## src/rtl/period_timer_pkg.sv

```systemverilog
// Shared types and helpers for the programmable period timer.
package period_timer_pkg;

    // Controller states; the encoding lives here so the timer and any
    // observers agree on it.
    typedef enum logic [1:0] {
        IDLE = 2'd0,
        LOAD = 2'd1,
        RUN  = 2'd2,
        DONE = 2'd3
    } state_t;

    // Terminal count of a WIDTH-bit up-counter (all ones). Valid for WIDTH <= 63.
    function automatic longint unsigned max_count(input int width);
        return (longint'(1) << width) - 1;
    endfunction

endpackage

```

## src/rtl/period_timer_ctrl_count_slice.sv

```systemverilog
// Chainable, loadable up-counter slice: reset beats load, load beats count.
module count_slice #(
    parameter int WIDTH = 8
) (
    input  logic             clk,
    input  logic             rst,
    input  logic             ld,
    input  logic             en,
    input  logic             carry_in,
    input  logic [WIDTH-1:0] pi,
    output logic [WIDTH-1:0] po,
    output logic             carry_out
);

    // Counter register: synchronous reset, then parallel load, then increment.
    always_ff @(posedge clk) begin
        // NOTE: state is updated with non-blocking assignments so every flop
        // samples the pre-edge values, independent of block ordering.
        if (rst) begin
            po <= '0;
        end else if (ld) begin
            po <= pi;
        end else if (en && carry_in) begin
            po <= po + 1'b1;
        end
    end

    // Ripple carry to the next slice: this slice is at all-ones and counting.
    assign carry_out = en & carry_in & (&po);

endmodule

```

## src/rtl/period_timer_ctrl.sv

```systemverilog
// Period timer controller: sequences a count_slice through load, run and
// terminal-count handling in one-shot or auto-reload mode.
module period_timer_ctrl
    import period_timer_pkg::*;
#(
    parameter int WIDTH = 8
) (
    input  logic             clk,
    input  logic             rst,
    input  logic             start,
    input  logic             stop,
    input  logic             hold,
    input  logic             periodic,
    input  logic [WIDTH-1:0] preset,
    output logic [WIDTH-1:0] count,
    output logic             busy,
    output logic             tick,
    output logic             done
);

    localparam logic [WIDTH-1:0] MAX = WIDTH'(max_count(WIDTH));

    state_t           state;
    state_t           next_state;
    logic [WIDTH-1:0] preset_q;
    logic             mode_q;
    logic             capture;

    logic             slice_ld;
    logic             slice_en;
    logic             slice_ci;
    logic [WIDTH-1:0] slice_pi;
    logic             carry_out;

    // Counting is enabled only in RUN and not when aborting; kept outside the
    // FSM block because carry_out feeds back into it.
    assign slice_en = (state == RUN) && !stop;
    assign slice_ci = ~hold;

    count_slice #(.WIDTH(WIDTH)) u_slice (
        .clk       (clk),
        .rst       (rst),
        .ld        (slice_ld),
        .en        (slice_en),
        .carry_in  (slice_ci),
        .pi        (slice_pi),
        .po        (count),
        .carry_out (carry_out)
    );

    // State register, captured run parameters and the registered tick pulse.
    always_ff @(posedge clk) begin
        if (rst) begin
            state    <= IDLE;
            preset_q <= '0;
            mode_q   <= 1'b0;
            tick     <= 1'b0;
        end else begin
            state <= next_state;
            tick  <= carry_out;
            if (capture) begin
                preset_q <= preset;
                mode_q   <= periodic;
            end
        end
    end

    // Next-state decode and slice load control.
    always_comb begin
        // NOTE: every output of this block gets a default first so no path
        // leaves a variable unassigned, which would infer a latch.
        next_state = state;
        capture    = 1'b0;
        slice_ld   = 1'b0;
        slice_pi   = preset_q;

        unique case (state)
            IDLE: begin
                if (start && !stop) begin
                    capture    = 1'b1;
                    next_state = LOAD;
                end
            end
            LOAD: begin
                // The load completes even when the run is aborted here.
                slice_ld   = 1'b1;
                next_state = stop ? IDLE : RUN;
            end
            RUN: begin
                if (stop) begin
                    next_state = IDLE;
                end else if (carry_out) begin
                    slice_ld = 1'b1;
                    if (!mode_q) begin
                        // Reload MAX so the count parks at terminal instead of wrapping.
                        slice_pi   = MAX;
                        next_state = DONE;
                    end
                end
            end
            DONE: begin
                next_state = IDLE;
            end
            default: begin
                next_state = IDLE;
            end
        endcase
    end

    assign busy = (state != IDLE);
    assign done = (state == DONE);

endmodule

```

## config.mk

```make
export PLATFORM = sky130hd
export DESIGN_NAME = period_timer_ctrl
export DESIGN_NICKNAME = d
export VERILOG_FILES = /design/src/rtl/period_timer_pkg.sv /design/src/rtl/period_timer_ctrl_count_slice.sv /design/src/rtl/period_timer_ctrl.sv
export SDC_FILE = /design/constraint.sdc
export NUM_CORES = 1
export LEC_CHECK = 0
export BUFFER_PORTS_ARGS = -buffer_cell sky130_fd_sc_hd__buf_2
export CAP_MARGIN = 25
export CORE_ASPECT_RATIO = 1.4
export CORE_MARGIN = 5
export CORE_UTILIZATION = 35
export CTS_BUF_LIST = sky130_fd_sc_hd__clkbuf_4 sky130_fd_sc_hd__clkbuf_8
export DETAILED_ROUTE_END_ITERATION = 12
export PLACE_DENSITY = 0.57
export SLEW_MARGIN = 30
export SYNTH_ARGS = -nofsm -noshare
export SYNTH_HDL_FRONTEND = slang
export SYNTH_HIERARCHICAL = 1
export SYNTH_SLANG_ARGS = --single-unit
```

## constraint.sdc

```tcl
create_clock -name clk -period 3 [get_ports clk]
set_input_delay 0.15 -clock clk [delete_from_list [all_inputs] [get_ports clk]]
set_output_delay 0.15 -clock clk [all_outputs]
set_load 0.02 [all_outputs]
```

==> results.toml <==
[global_route]
grt_max_degree = 23
grt_pass1_vias = 890
grtUsageTotal = 0.116
grt_pass1_wl_mm = 3.95
grt-ovfl-total = 0
antenna_found_initial = 0

[logic_synthesis]
yosysWarnings = 6
ys_ff_latch = 20
synth.distinct_cells = 38
synthArstFlopShare = 0
syn-instance-count = 119
synth.cell_area_um2 = 1080
synth_edf_count = 0
synth_area_per_cell_um2 = 9.12
syn_nets = 139
synth.yosys.seq_area_share = 0.369
ys.flop_type = "dfxtp_1"

[die]
fp-row-count = 24
initial_core_util = 0.354
fp.dieW_um = 57.1
ios = 25
die_area_um2 = 4330
core_um2 = 3060
die_h_um = 75.9

[clock_network]
cts_tree = "yes"
clk_latency_ns = 0.26
clk_path_buf_depth = 2
clkTransAtPathRegs_ns = 0.08
clock_sinks = 20
cts_made_buffers = 3
post_cts_buffers = 0
ctsResizeCount = 0
htree_levels = 1
cts-root-buf = "clkbuf_8"
ctsHoldBuffers = 0

[setup_path]
critPathRequiredTime_ns = 3.17
r2r_cells = 10
critPathMaxFanout = 14
crit_cells = 10
crit_start = "state[0]"
cpLargestDelayFamily = "simple AND/OR/NAND/NOR gates"
cp.arrival_ns = 2.82
r2r_end = "u_slice/po[3]"
path_class = "reg2reg"
reg2reg_slack_ns = 0.35
crit_path_cell_trace = "inv_1 > ha_1 > nor2b_2 > nand3_2 > nor3_1 > a21oi_1 > nor2b_1 > inv_1 > o31a_2 > a221oi_1"
cpPeakStageDelay_ns = 0.36
cpMostUsedCell = "inv_1"
path_buf_inv = 2
cp-start-kind = "flip-flop"
endpoint_kind = "flip-flop"
slowest_stage = "nor3_1"
r2r_start = "state[0]"

[timing]
hold_violations = 0
finalCriticalPeriod_ns = 2.65
worst_pin_slew_ns = 0.567
tns_ns = 0
setup_viol = 0
period_share = 0.883
rsz0062_at_grt = "false"
fmax_mhz = 377
slew_headroom = 0.621
drv_slew = 0
fin_hold_ws_ns = 0.118
finalClockSkew_ns = 0.00310

[route]
via_per_inst = 5.03
drtPass1Iterations = 4
vias = 915
drt-initial-drc-count = 26
drt_wl_total_mm = 2.35
ant_nets = 0
routedWlPerCell_um = 12.9
drc = 0

[power]
p_comb_frac = 0.151
p_int_uw = 503
switchingPower_uw = 160
power_density_nw_per_um2 = 514
switching_share = 0.241
leakagePower_uw = 0.000607
totalPowerFinal_uw = 663
ir_drop_uv = 296
pwr-share-clk = 0.403
p_seq_frac = 0.446

[final_layout]
antenna_cells = 0
fin_nets = 164
area_growth_pct = 19.0
drive_above_1_share = 0.301
finish.utilization = 0.422

[run]
cap_violations = 0

[placed_design]
hpwlAfterDp_mm = 1.83
gp_congestion = 0.865
port_buffers = 24

[min_path]
min_path_cells = 3
hold_start = "preset[2]"
hold_class = "in2reg"
hold_end = "preset_q[2]"

[run_status]
status = "completed"
-- state kept, by name (all words and copies together), names as in the netlist --
| register | cells |
|---|---|
| preset_q | 8 |
| state | 2 |
| u_slice/po | 8 |
| mode_q | 1 |
| tick | 1 |
-- routing by layer --
| metal | vias up | track usage | routed length [um] | part of all wire |
|---|---|---|---|---|
| li1 | 464 | - | - | - |
| met1 | 421 | 0.130 | 953 | 0.41 |
| met2 | 26 | 0.208 | 1250 | 0.53 |
| met3 | 4 | 0.0186 | 100 | 0.043 |
| met4 | 0 | 0.0696 | 44 | 0.019 |
| met5 | - | 0 | 0 | 0 |
-- cell type report --
cell class | instances | area [um^2]
clock inverter | 1 | 30.0
timing repair buffer | 24 | 120
tap | 39 | 48.8
inverter | 7 | 26.3
sequential | 20 | 400
fill | 329 | 1770
clock buffer | 3 | 41.3
multi-input combinational | 88 | 624
-- how the worst max path moves through the flow --
stage,slack (ns),to
2_1_floorplan,0.85,u_slice/po[7]
3_3_place_gp,0.48,u_slice/po[3]
3_5_place_dp,0.35,u_slice/po[3]
4_1_cts,0.32,u_slice/po[3]
5_1_grt,0.04,u_slice/po[3]
6_report,0.35,u_slice/po[3]
-- kinds of logic after synthesis --
kind of cell | share of synthesized area
adder cells (fa/ha/maj) | 0.0692
AO/OA/AOI/OAI | 0.131
AND/OR/NAND/NOR | 0.266
XOR/XNOR | 0.0162
buffers and inverters | 0.0554
multiplexers | 0.0923
flip-flops | 0.369
-- worst min-delay path, stage by stage --
cell and delay (ns):
buf_2 0.07, mux2i_1 0.05, nor2_1 0.07
-- power by group through the flow --
stage          Combinational (uW)  Clock (uW)  Sequential [uW]
2_1_floorplan                67.2           0              306
3_3_place_gp                 99.8           0              301
3_5_place_dp                  100           0              302
4_1_cts                       101         276              296
5_1_grt                       112         284              299
6_report                      100         268              296
-- placed cells by master, fill, tap and decap left out, types with 2 or more instances in the layout --
cell type | netlist | routed
nor2_1 | 16 | 16
a311oi_1 | 3 | 3
inv_1 | 7 | 7
dfxtp_1 | 20 | 20
nand3_1 | 3 | 3
nor2b_1 | 2 | 2
ha_1 | 6 | 6
a31oi_1 | 2 | 2
nand2_1 | 4 | 4
or3_1 | 3 | 3
a211oi_1 | 2 | 2
nand2b_1 | 4 | 4
or2_2 | 9 | 9
o21ai_0 | 4 | 4
clkbuf_8 | 0 | 3
mux2i_1 | 10 | 10
buf_2 | 0 | 24
-- synthesized netlist by cell type, drive strengths merged (2+ instances only) --
| cell type | number | area share |
|---|---|---|
| nand2 | 4 | 0.014 |
| or2 | 9 | 0.052 |
| inv | 7 | 0.024 |
| o21ai | 4 | 0.018 |
| nand4 | 2 | 0.017 |
| a211oi | 3 | 0.025 |
| nand3 | 4 | 0.023 |
| nand2b | 4 | 0.023 |
| a311oi | 3 | 0.024 |
| ha | 6 | 0.069 |
| or3 | 3 | 0.017 |
| mux2i | 10 | 0.092 |
| nor2b | 3 | 0.020 |
| buf | 3 | 0.028 |
| a31oi | 2 | 0.012 |
| nor2 | 16 | 0.055 |
| dfxtp | 20 | 0.37 |
-- per-stage QoR --
step | instance area [um^2] | instances | setup WS (ns)
floorplan | 1080 | 119 | 0.851
global placement | 1220 | 178 | 0.477
detailed placement | 1220 | 178 | 0.350
CTS | 1290 | 182 | 0.315
global route | 1290 | 182 | 0.0360
finish | 1290 | 182 | 0.351
Note: power is estimated with default switching activity, not from simulation.
